File: config.mk
export PLATFORM = sky130hd
export DESIGN_NAME = clock_mode_ctrl
export DESIGN_NICKNAME = d
export VERILOG_FILES = /design/src/rtl/clock_mode_ctrl.sv
export SDC_FILE = /design/constraint.sdc
export NUM_CORES = 1
export LEC_CHECK = 0
export BUFFER_PORTS_ARGS = -buffer_cell sky130_fd_sc_hd__buf_2
export CORE_ASPECT_RATIO = 1.2
export CORE_MARGIN = 2
export CORE_UTILIZATION = 40
export DETAILED_ROUTE_END_ITERATION = 8
export PLACE_DENSITY = 0.68
export SETUP_SLACK_MARGIN = 0.4
export SYNTH_ARGS = -nofsm -noshare
export SYNTH_HDL_FRONTEND = slang
export SYNTH_SLANG_ARGS = --single-unit
File: constraint.sdc
create_clock -name clk_1khz -period 3.2 [get_ports clk_1khz]
set_clock_uncertainty 0.2 [all_clocks]
set_input_delay 0.16 -clock clk_1khz [delete_from_list [all_inputs] [get_ports clk_1khz]]
set_output_delay 0.16 -clock clk_1khz [all_outputs]
set_load 0.03 [all_outputs]
File: src/rtl/clock_mode_ctrl.sv
// rtl/clock_mode_ctrl.sv - key debounce, display mode FSM, edit cursor and blink blanking
// Optional inactivity auto-return to clock mode: define AUTO_RETURN_EN.

module clock_mode_ctrl #(
    parameter int DEBOUNCE_MS   = 20,
    parameter int BLINK_HALF_MS = 250,
    parameter int TIMEOUT_MS    = 10000
) (
    input  logic       clk_1khz,
    input  logic       rst,
    input  logic       key_mode,
    input  logic       key_sel,
    input  logic       alarm_ring,
    output logic [1:0] mode,
    output logic [1:0] field,
    output logic       edit_en,
    output logic [7:0] blank,
    output logic       alarm_ack
);
    localparam int DB_W = $clog2(DEBOUNCE_MS + 1);
    localparam int BL_W = $clog2(BLINK_HALF_MS + 1);
    localparam logic [DB_W-1:0] DB_LAST = DB_W'(DEBOUNCE_MS - 1);
    localparam logic [BL_W-1:0] BL_LAST = BL_W'(BLINK_HALF_MS - 1);

    // bit 0 = mode key, bit 1 = select key
    logic [1:0]      key_raw;
    logic [1:0]      key_s1;
    logic [1:0]      key_s2;
    logic [1:0]      key_deb;
    logic [1:0]      key_deb_q;
    logic [1:0]      press;
    logic [DB_W-1:0] db_cnt [2];

    assign key_raw = {key_sel, key_mode};

    always_ff @(posedge clk_1khz) begin
        if (rst) begin
            key_s1    <= '0;
            key_s2    <= '0;
            key_deb   <= '0;
            key_deb_q <= '0;
            press     <= '0;
            db_cnt[0] <= '0;
            db_cnt[1] <= '0;
        end else begin
            key_s1    <= key_raw;
            key_s2    <= key_s1;
            key_deb_q <= key_deb;
            press     <= key_deb & ~key_deb_q;
            for (int i = 0; i < 2; i++) begin
                if (key_s2[i] == key_deb[i]) begin
                    db_cnt[i] <= '0;
                end else if (db_cnt[i] == DB_LAST) begin
                    key_deb[i] <= ~key_deb[i];
                    db_cnt[i]  <= '0;
                end else begin
                    db_cnt[i] <= db_cnt[i] + DB_W'(1);
                end
            end
        end
    end

    logic [BL_W-1:0] blink_cnt;
    logic            phase;
    logic            phase_nxt;

    assign phase_nxt = (blink_cnt == BL_LAST) ? ~phase : phase;

    always_ff @(posedge clk_1khz) begin
        if (rst) begin
            blink_cnt <= '0;
            phase     <= 1'b0;
        end else begin
            blink_cnt <= (blink_cnt == BL_LAST) ? '0 : blink_cnt + BL_W'(1);
            phase     <= phase_nxt;
        end
    end

    logic [1:0] mode_nxt;
    logic [1:0] field_nxt;
    logic       edit_en_nxt;
    logic [7:0] blank_nxt;
    logic       alarm_ack_nxt;
    logic       timeout;

`ifdef AUTO_RETURN_EN
    localparam int TO_W = $clog2(TIMEOUT_MS + 1);
    logic [TO_W-1:0] idle_cnt;

    assign timeout = (idle_cnt == TO_W'(TIMEOUT_MS - 1));

    // Only counts while an edit mode is held with no key activity
    always_ff @(posedge clk_1khz) begin
        if (rst || !mode_nxt[0] || (|press) || (mode_nxt != mode)) begin
            idle_cnt <= '0;
        end else begin
            idle_cnt <= idle_cnt + TO_W'(1);
        end
    end
`else
    // Edit modes are held until the next mode press
    assign timeout = (TIMEOUT_MS < 0);
`endif

    always_ff @(posedge clk_1khz) begin
        if (rst) begin
            mode      <= 2'd0;
            field     <= 2'd0;
            edit_en   <= 1'b0;
            blank     <= 8'h00;
            alarm_ack <= 1'b0;
        end else begin
            mode      <= mode_nxt;
            field     <= field_nxt;
            edit_en   <= edit_en_nxt;
            blank     <= blank_nxt;
            alarm_ack <= alarm_ack_nxt;
        end
    end

    // Ringing overrides everything; a mode press beats a same-cycle select press
    always_comb begin
        mode_nxt  = mode;
        field_nxt = field;
        if (alarm_ring) begin
            mode_nxt  = 2'd0;
            field_nxt = 2'd0;
        end else if (press[0]) begin
            mode_nxt  = mode + 2'd1;
            field_nxt = 2'd0;
        end else if (press[1] && mode[0]) begin
            field_nxt = (field == 2'd2) ? 2'd0 : field + 2'd1;
        end else if (timeout && mode[0]) begin
            mode_nxt  = 2'd0;
            field_nxt = 2'd0;
        end
    end

    always_comb begin
        blank_nxt     = 8'h00;
        edit_en_nxt   = mode_nxt[0] && !alarm_ring;
        alarm_ack_nxt = alarm_ring && (|press);
        if (alarm_ring) begin
            blank_nxt = phase_nxt ? 8'hFF : 8'h00;
        end else if (mode_nxt[0] && phase_nxt) begin
            blank_nxt = 8'h03 << {field_nxt, 1'b0};
        end
    end

endmodule

# After elaboration in Yosys (flattened, before gate mapping)

Memories as Yosys holds them, arrays and structs flattened.
Cells that the tools add are included.

$add $sub $neg: 5
Equal/unequal tests: 6
Shift-type cells: 1
Muxes and demuxes: 40
Bitwise gates (word level): 13
Reduce and logical (&&, ||, !) cells: 10

Operators with widths:

| cell                                             | count |
|---|---|
| 2-to-1 mux 5 bit                                 | 6 |
| 2-to-1 mux 1 bit                                 | 27 |
| 2-to-1 mux 8 bit                                 | 3 |
| adder 5 x 1 -> 5 bit (second input constant)     | 2 |
| == test 5 bit (second input constant)            | 2 |
| adder 8 x 1 -> 8 bit (second input constant)     | 1 |
| == test 8 bit (second input constant)            | 1 |
| 2-to-1 mux 2 bit                                 | 4 |
| left shift 2 x 3 -> 8 bit (first input constant) | 1 |
| bitwise OR 1 bit                                 | 6 |
| OR reduction 2 bit                               | 3 |
| NOT 1 bit                                        | 5 |
| adder 2 x 1 -> 2 bit (second input constant)     | 2 |
| logical AND 1 bit                                | 4 |
| AND reduction 2 bit                              | 2 |
| bitwise AND 2 bit                                | 1 |
| == test 1 bit                                    | 2 |
| == test 2 bit (second input constant)            | 1 |
| NOT 2 bit                                        | 1 |
| zero test 1 bit                                  | 1 |

Flip-flop bits (word level): 33
Bits in writable memories: 10
Input port bits: 5
Output and inout bits: 14
Logic and storage cells: 90
Memories: 1

Memories:

| name   | words | bits a word | read ports | clocked after Yosys merged registers in | write ports | line | RTL |
|---|---|---|---|---|---|---|---|
| db_cnt | 2     | 5           | 2          | 0                                       | 2           | 32   | `logic [DB_W-1:0] db_cnt [2];` |

# Depth between registers and ports, before layout

Gate-level depths: netlist of the first run.

Depth after elaboration: 8
Mapped depth: 5
Gate-level depth less buffers: 5

# Worst setup path before layout of the first run

Ideal clock, no wire load.

Kind: reg2reg
Start point: memory db_cnt[1][0] (netlist name)
End point: memory db_cnt[1][2] (netlist name), data pin
Library setup time: 0.139 ns
Data arrival time: 1.338 ns
Required time: 2.861 ns
Slack: 1.524 ns
Cell stages (with the launch flop): 5
Path buffers: 0
Period minus slack after synthesis: 1.676 ns
Path through: edfxtp_1 > ha_1 > nor4bb_1 > or3b_2 > nor2_1

RTL lines:

| element     | line |
|---|---|
| from (decl) | 32 |

==> reports/results.tsv, run 1 <==
stage	metric	value	unit
floorplan	row_count	25	
synth	synth-seq-cells	39	
synth	yosys_warnings	0	
clock_tree	hold_buffers	3	
worst_setup_path	crit_end	db_cnt[1][2]	
worst_setup_path	reg2reg_depth	4	
global_routing	busiest_layer	met2	
synth	syn_inst	168	
finish	final_cells	252	
clock_tree	root_buffer	clkbuf_8	
synth	synth-simple-area-share	26.2	%
floorplan	design.die.area	4770	um2
finish	final_layout_size_suffix_gt1_share	13.6	%
sta	min_period	1.80	ns
detailed_routing	first_iter_violations	30	
sta	report.final.slew_viol_count	0	
worst_setup_path	end_kind	flop	
synth	yosys.area_share.adder	2.96	%
placement	dp_slack	1.38	ns
power_and_ir_drop	p_sw	198	uW
detailed_routing	dr.pass1.iters	4	
clock_tree	clock_path_buffers	2	
power_and_ir_drop	peakVddDrop	0.341	mV
global_routing	antenna_found_initial	0	
synth	synth-compound-area-share	6.87	%
outcome	run_status	finished clean	
finish	layout_commonest_cell	dfxtp_1	
sta	finalCritPeriodShare	56.4	%
global_routing	grt_overflow_total	0	
finish	largest_reg_flops	10	
power_and_ir_drop	p_seq_share	59.6	%
worst_setup_path	rrSetupSlack	1.40	ns
worst_setup_path	cp-start-kind	flop	
clock_tree	post_cts.repair.setup_buffers	0	
placement	placed_area	1840	um2
finish	final_nets	206	
finish	reg.largest.list	db_cnt (10), blink_cnt (8), blank (4)	
floorplan	fp.dieW	63.4	um
detailed_routing	postRouteWirelength	2640	um
placement	hpwl	1850	um
global_routing	grt_max_degree	25	
global_routing	met1_usage	13.6	%
sta	worst_pin_slew	0.485	ns
synth	synth_top_family_by_area	simple AND/OR/NAND/NOR gates	
clock_tree	cts.sinks	39	
worst_setup_path	cp-startpoint	db_cnt[1][0]	
power_and_ir_drop	cellPowerDensity	456	nW/um2
placement	place.gp.congestion	0.772	
finish	syn_to_final_growth	15.2	%
power_and_ir_drop	p_int	690	uW
placement	dp_cells	241	
synth	yosysSeqAreaShare	52.0	%
finish	fin_area	1950	um2
detailed_routing	final_antenna_net_count	0	
synth	synthXorXnorAreaFrac	5.69	%
clock_tree	clk_pin_slew_worst_paths	0.07	ns
clock_tree	htree_levels	2	
sta	hold_viol_final	0	
synth	synthMuxAreaShare	1.77	%
global_routing	use_met3	3.59	%
detailed_routing	wl_per_cell	10.5	um
floorplan	coreArea	4000	um2
finish	layout_common_cells	29 x dfxtp_1, 18 x buf_2, 17 x nor2_1	
finish	insertedDiodeCount	0	
global_routing	grt_pass1_vias	1109	
floorplan	die_y	75.3	um
floorplan	start_util	42.3	%
worst_setup_path	reg2reg_from	db_cnt[1][0]	
clock_tree	cts_tree	done	
global_routing	track_usage	12.4	%
run	maxCapViolations	0	
floorplan	io_pins	19	
power_and_ir_drop	pwr-share-comb	4.6	%
power_and_ir_drop	power.share.clock	35.8	%
worst_setup_path	cp_data_required_time	3.15	ns
synth	ys_types	37	
min_path	hp-class	input port to flop	
clock_tree	cts.repair.resized	0	
detailed_routing	drt-vias-per-instance	4.81	
clock_tree	clkLatencyLatePin	0.28	ns
power_and_ir_drop	power_leakage	0.000824	uW
sta	rsz0062_at_grt	false	
sta	setup_ws	1.40	ns
sta	fmax	0.554	GHz
placement	numPortBuffers	18	
global_routing	grt_pass1_wl	4560	um
power_and_ir_drop	netSwitchingFraction	22.3	%
worst_setup_path	timing.rr.end	db_cnt[1][2]	
detailed_routing	drc_errors	0	
sta	max-slew-margin-rel	67.3	%
global_routing	met2_usage	21.8	%
sta	tns	0	ns
synth	netlist_area	1690	um2
worst_setup_path	cp.arrival	1.75	ns
sta	final-setup-viol-count	0	
clock_tree	cts_made_buffers	5	
detailed_routing	dr_total_vias	1211	
sta	whs	0.0729	ns
worst_setup_path	critPathMaxFanout	4	
worst_setup_path	path_class	flop to flop	
finish	top_register	db_cnt	
synth	syn_area_per_cell	10.1	um2
## worst min-delay path by stage
stage                       to  cells after the start         start
floorplan             field[0]                      1    alarm_ring
global placement      press[0]                      1  key_deb_q[0]
detailed placement    press[0]                      1  key_deb_q[0]
CTS                 key_deb[1]                      2           rst
global route         key_s2[1]                      2           rst
finish              key_deb[0]                      2           rst
## per-layer routing
metal / up-vias / wire length (um)
met5: - / 0
met4: 0 / 61
met3: 7 / 104
met2: 23 / 1260
met1: 556 / 1210
li1: 625 / -
## cells by family (layout without fill, tap and decap cells)
family                     after synthesis  after routing
DFF                                     39             39
adders and majority gates                4              4
other                                    1             10
xor gates and xnor gates                11             11
and+or+nand+nor                         75             75
buffers and inverters                   15             36
AOI/OAI and AO/OA                       20             20
muxes                                    3              3
## layout make-up
type / instances / area [um2]
clock inverter: 1 / 5.00
clock buffer: 7 / 76.3
multi-input combinational: 123 / 774
inverter: 7 / 26.3
sequential: 39 / 881
timing repair buffer: 21 / 120
tap: 54 / 67.6
fill: 398 / 2050
## power groups by stage
stage | logic (uW) | clock network, uW | registers, uW
after global placement | 38.0 | 0 | 540
after global routing | 46.8 | 349 | 532
after CTS | 41.8 | 331 | 529
after detailed placement | 39.0 | 0 | 541
final | 41.0 | 318 | 529
after floorplan | 30.1 | 0 | 538
## metrics by stage
| step | util, % | power [uW] |
|---|---|---|
| 2_1_floorplan | - | 568 |
| 3_3_place_gp | 45.9 | 578 |
| 3_5_place_dp | 45.9 | 580 |
| 4_1_cts | 48.7 | 902 |
| 5_1_grt | 48.7 | 928 |
| 6_report | 48.7 | 889 |
## cell usage after synthesis
cell      number  area share, %
a21oi_1        5            1.5
nor4bb_1       2            1.2
or3b_2         1           0.52
or3_1          2           0.74
mux2i_1        3            1.8
a22oi_1        2           0.89
nand3b_4       1            1.2
and2_1         1           0.37
a32oi_1        1           0.52
and3_1         1           0.37
and4b_1        1           0.59
nand4_1        1           0.37
o21bai_1       1           0.44
conb_1         1           0.22
nor2b_1       15            5.5
dfxtp_1       29             34
nand4b_1       2            1.0
edfxtp_1      10             18
nand3_1        7            2.1
a31oi_1        4            1.5
nor4_1         2           0.74
xnor2_1        4            2.1
o21ai_0        7            2.1
xor2_1         7            3.6
or3b_1         1           0.52
and3b_1        3            1.6
or4_4          1           0.67
nor3b_1        1           0.44
buf_1          1           0.22
nor3_1         6            1.8
nor2_1        17            3.8
clkbuf_1       3           0.67
inv_1          7            1.6
nand2b_1       4            1.5
ha_1           4            3.0
buf_4          4            1.8
nand2_1        6            1.3
## worst max-delay path, stage by stage (launching register included)
cell      delay [ns]
edfxtp_1        0.42
ha_1            0.27
nor4bb_1        0.16
or3b_2          0.48
nor2_1          0.13
(Power assumes the default switching activity.)
==> run 2, diff against run 1 <==
Settings changed: PLACE_DENSITY 0.68 to 0.7.
Clock period 3.2 ns to 1.5 ns, I/O delays scaled along.
==> run 2 against run 1 <==
Effect of this change:
- final cell count grew 16%
- utilization grew 15 points
- highest routed layer unchanged
- sequential power grew 110%
- largest cell class is now multi-input combinational cells
- register-to-register slack lost 1.5 ns
- sequential cell count is the same
- the flow now finishes with violations (negative setup slack)
- critical endpoint is now db_cnt[0][3]
- sequential share of layout area shrank 9.1 points
- via count grew 14%
- critical path type unchanged
- global-route usage grew 1.9 points
- combinational power grew to 4.7 times the previous value
- count of clock-buffer cells in the layout grew 1
==> reports/results.tsv, run 2 (synthesis gave the netlist of run 1 again) <==
stage	metric	value	unit	change
placement	dp_slack	-0.101	ns	-1.48 ns
floorplan	start_util	42.3	%	unchanged
finish	n_fill_cell	340		-15%
run	maxCapViolations	0		unchanged
sta	finalCritPeriodShare	109	%	+52 points
global_routing	track_usage	14.3	%	+1.9 points
power_and_ir_drop	netSwitchingFraction	22.5	%	+0.14 points
clock_tree	cts.sinks	39		unchanged
finish	insertedDiodeCount	0		unchanged
floorplan	io_pins	19		unchanged
detailed_routing	drc_errors	0		unchanged
floorplan	design.die.area	4770	um2	unchanged
clock_tree	clk_pin_slew_worst_paths	0.07	ns	about the same
global_routing	grt_max_degree	12		-52%
floorplan	coreArea	4000	um2	unchanged
power_and_ir_drop	p_int	1530	uW	+120%
detailed_routing	final_antenna_net_count	0		unchanged
finish	reg.largest.list	db_cnt (10), blink_cnt (8), blank (4)		
power_and_ir_drop	p_sw	444	uW	+120%
min_path	hold_start	rst		
detailed_routing	dr.pass1.iters	4		unchanged
sta	report.final.slew_viol_count	0		unchanged
clock_tree	htree_levels	2		unchanged
finish	final_nets	246		+19%
finish	final_layout_size_suffix_gt1_share	46.2	%	+33 points
placement	numPortBuffers	18		unchanged
worst_setup_path	reg2reg_from	db_cnt[0][1]		
min_path	whs_path_depth	3		+1
placement	place.gp.congestion	0.736		-4.8%
min_path	hp-class	input port to flop		
worst_setup_path	critPathMaxFanout	4		unchanged
power_and_ir_drop	cellPowerDensity	781	nW/um2	+71%
detailed_routing	postRouteWirelength	3330	um	+26%
detailed_routing	dr_total_vias	1375		+14%
sta	final-setup-viol-count	12		+12
worst_setup_path	cp_data_required_time	1.45	ns	-1.70 ns
finish	layout_common_cells	28 x buf_4, 16 x dfxtp_1, 16 x buf_6		
worst_setup_path	cp-start-kind	flop		
sta	min_period	1.63	ns	-0.176 ns
power_and_ir_drop	power.share.clock	33.9	%	-1.9 points
power_and_ir_drop	power_leakage	0.00106	uW	+29%
clock_tree	clkLatencyLatePin	0.28	ns	about the same
detailed_routing	drt-vias-per-instance	4.71		-2.0%
worst_setup_path	cp.arrival	1.58	ns	-0.17 ns
power_and_ir_drop	p_seq_share	56.3	%	-3.3 points
floorplan	fp.dieW	63.4	um	unchanged
global_routing	grt_pass1_vias	1305		+18%
clock_tree	cts_made_buffers	5		unchanged
worst_setup_path	reg2reg_depth	4		unchanged
finish	top_register	db_cnt		
finish	syn_to_final_growth	49.6	%	
outcome	violations	negative setup slack		
floorplan	row_count	25		unchanged
global_routing	grt_pass1_wl	5250	um	+15%
global_routing	grt_overflow_total	0		unchanged
sta	setup_ws	-0.128	ns	-1.52 ns
clock_tree	clock_path_buffers	2		unchanged
power_and_ir_drop	pwr-share-comb	9.8	%	+5.2 points
worst_setup_path	rrSetupSlack	-0.13	ns	-1.52 ns
clock_tree	root_buffer	clkbuf_8		
placement	hpwl	2020	um	+9.3%
worst_setup_path	timing.rr.end	db_cnt[0][3]		
outcome	run_status	finished with violations		
finish	utilization	63.2	%	+15 points
power_and_ir_drop	power.total	1980	uW	+120%
worst_setup_path	end_kind	flop		
detailed_routing	wl_per_cell	11.4	um	+8.8%
finish	largest_reg_flops	10		unchanged
finish	layout_commonest_cell	buf_4		
sta	rsz0062_at_grt	true		
clock_tree	cts_tree	done		
sta	hold_viol_final	0		unchanged
floorplan	die_y	75.3	um	unchanged
detailed_routing	first_iter_violations	76		+150%
sta	fmax	0.614	GHz	+11%
worst_setup_path	path_class	flop to flop		
min_path	min_to	key_s1[1]		
global_routing	antenna_found_initial	0		unchanged
power_and_ir_drop	peakVddDrop	0.535	mV	+57%
-- run 2: what timing repair did --
action	in CTS	in global routing
gates cloned	0	0
gates resized for setup	21	41
endpoints found under the setup margin	34	39
hold endpoints to repair	16	0
hold buffers	4	0
pin swaps	21	26
setup buffers	10	7
-- run 2: layout make-up --
class / count / area (um2) / area share, %
Clock buffer: 8 / 80.1 / 3.16
Tap cell: 54 / 67.6 / 2.67
Inverter: 7 / 26.3 / 1.04
Sequential cell: 39 / 912 / 36.0
Multi-Input combinational cell: 123 / 943 / 37.3
Timing Repair Buffer: 61 / 503 / 19.9
-- run 2: worst max path at each step --
stage / slack [ns] / depth (start not counted) / end / startpoint
floorplan: -0.07 / 4 / db_cnt[0][0] / db_cnt[0][0]
global placement: -0.06 / 4 / db_cnt[1][1] / db_cnt[1][1]
detailed placement: -0.10 / 5 / blank[5] / blink_cnt[1]
CTS: -0.1 / 5 / blank[5] / blink_cnt[1]
global route: -0.17 / 4 / db_cnt[0][3] / db_cnt[0][1]
finish: -0.13 / 4 / db_cnt[0][3] / db_cnt[0][1]
-- run 2: critical path, cell delays in order (launching register included) --
cell and delay (ns):
edfxtp_1 0.41, ha_2 0.22, nor4bb_4 0.15, or3b_4 0.40, nor2_1 0.12
-- run 2: power groups by stage --
stage / Clock, uW / Combinational (uW) / Sequential, uW
floorplan: 0 / 74.5 / 1150
global placement: 0 / 134 / 1140
detailed placement: 0 / 135 / 1150
CTS: 692 / 166 / 1120
global route: 731 / 213 / 1120
finish: 671 / 193 / 1120
-- run 2: metrics by stage --
step	TNS [ns]	cells	area (um2)	hold slack (ns)
floorplan	-0.630	177	1820	-0.0562
global placement	-0.525	263	2090	0.0877
detailed placement	-0.838	263	2090	0.0880
CTS	-0.903	285	2340	0.0295
global route	-1.80	292	2530	0.0685
finish	-1.09	292	2530	0.0385
-- run 2: per-layer routing --
layer / GRT usage, % / vias up / part of all wire, % / wire length, um
met5: 0 / - / 0 / 0
met4: 7.73 / 0 / 2.2 / 74
met3: 3.29 / 10 / 2.6 / 87
met2: 27.0 / 23 / 53 / 1770
met1: 14.8 / 636 / 42 / 1400
li1: - / 706 / - / -
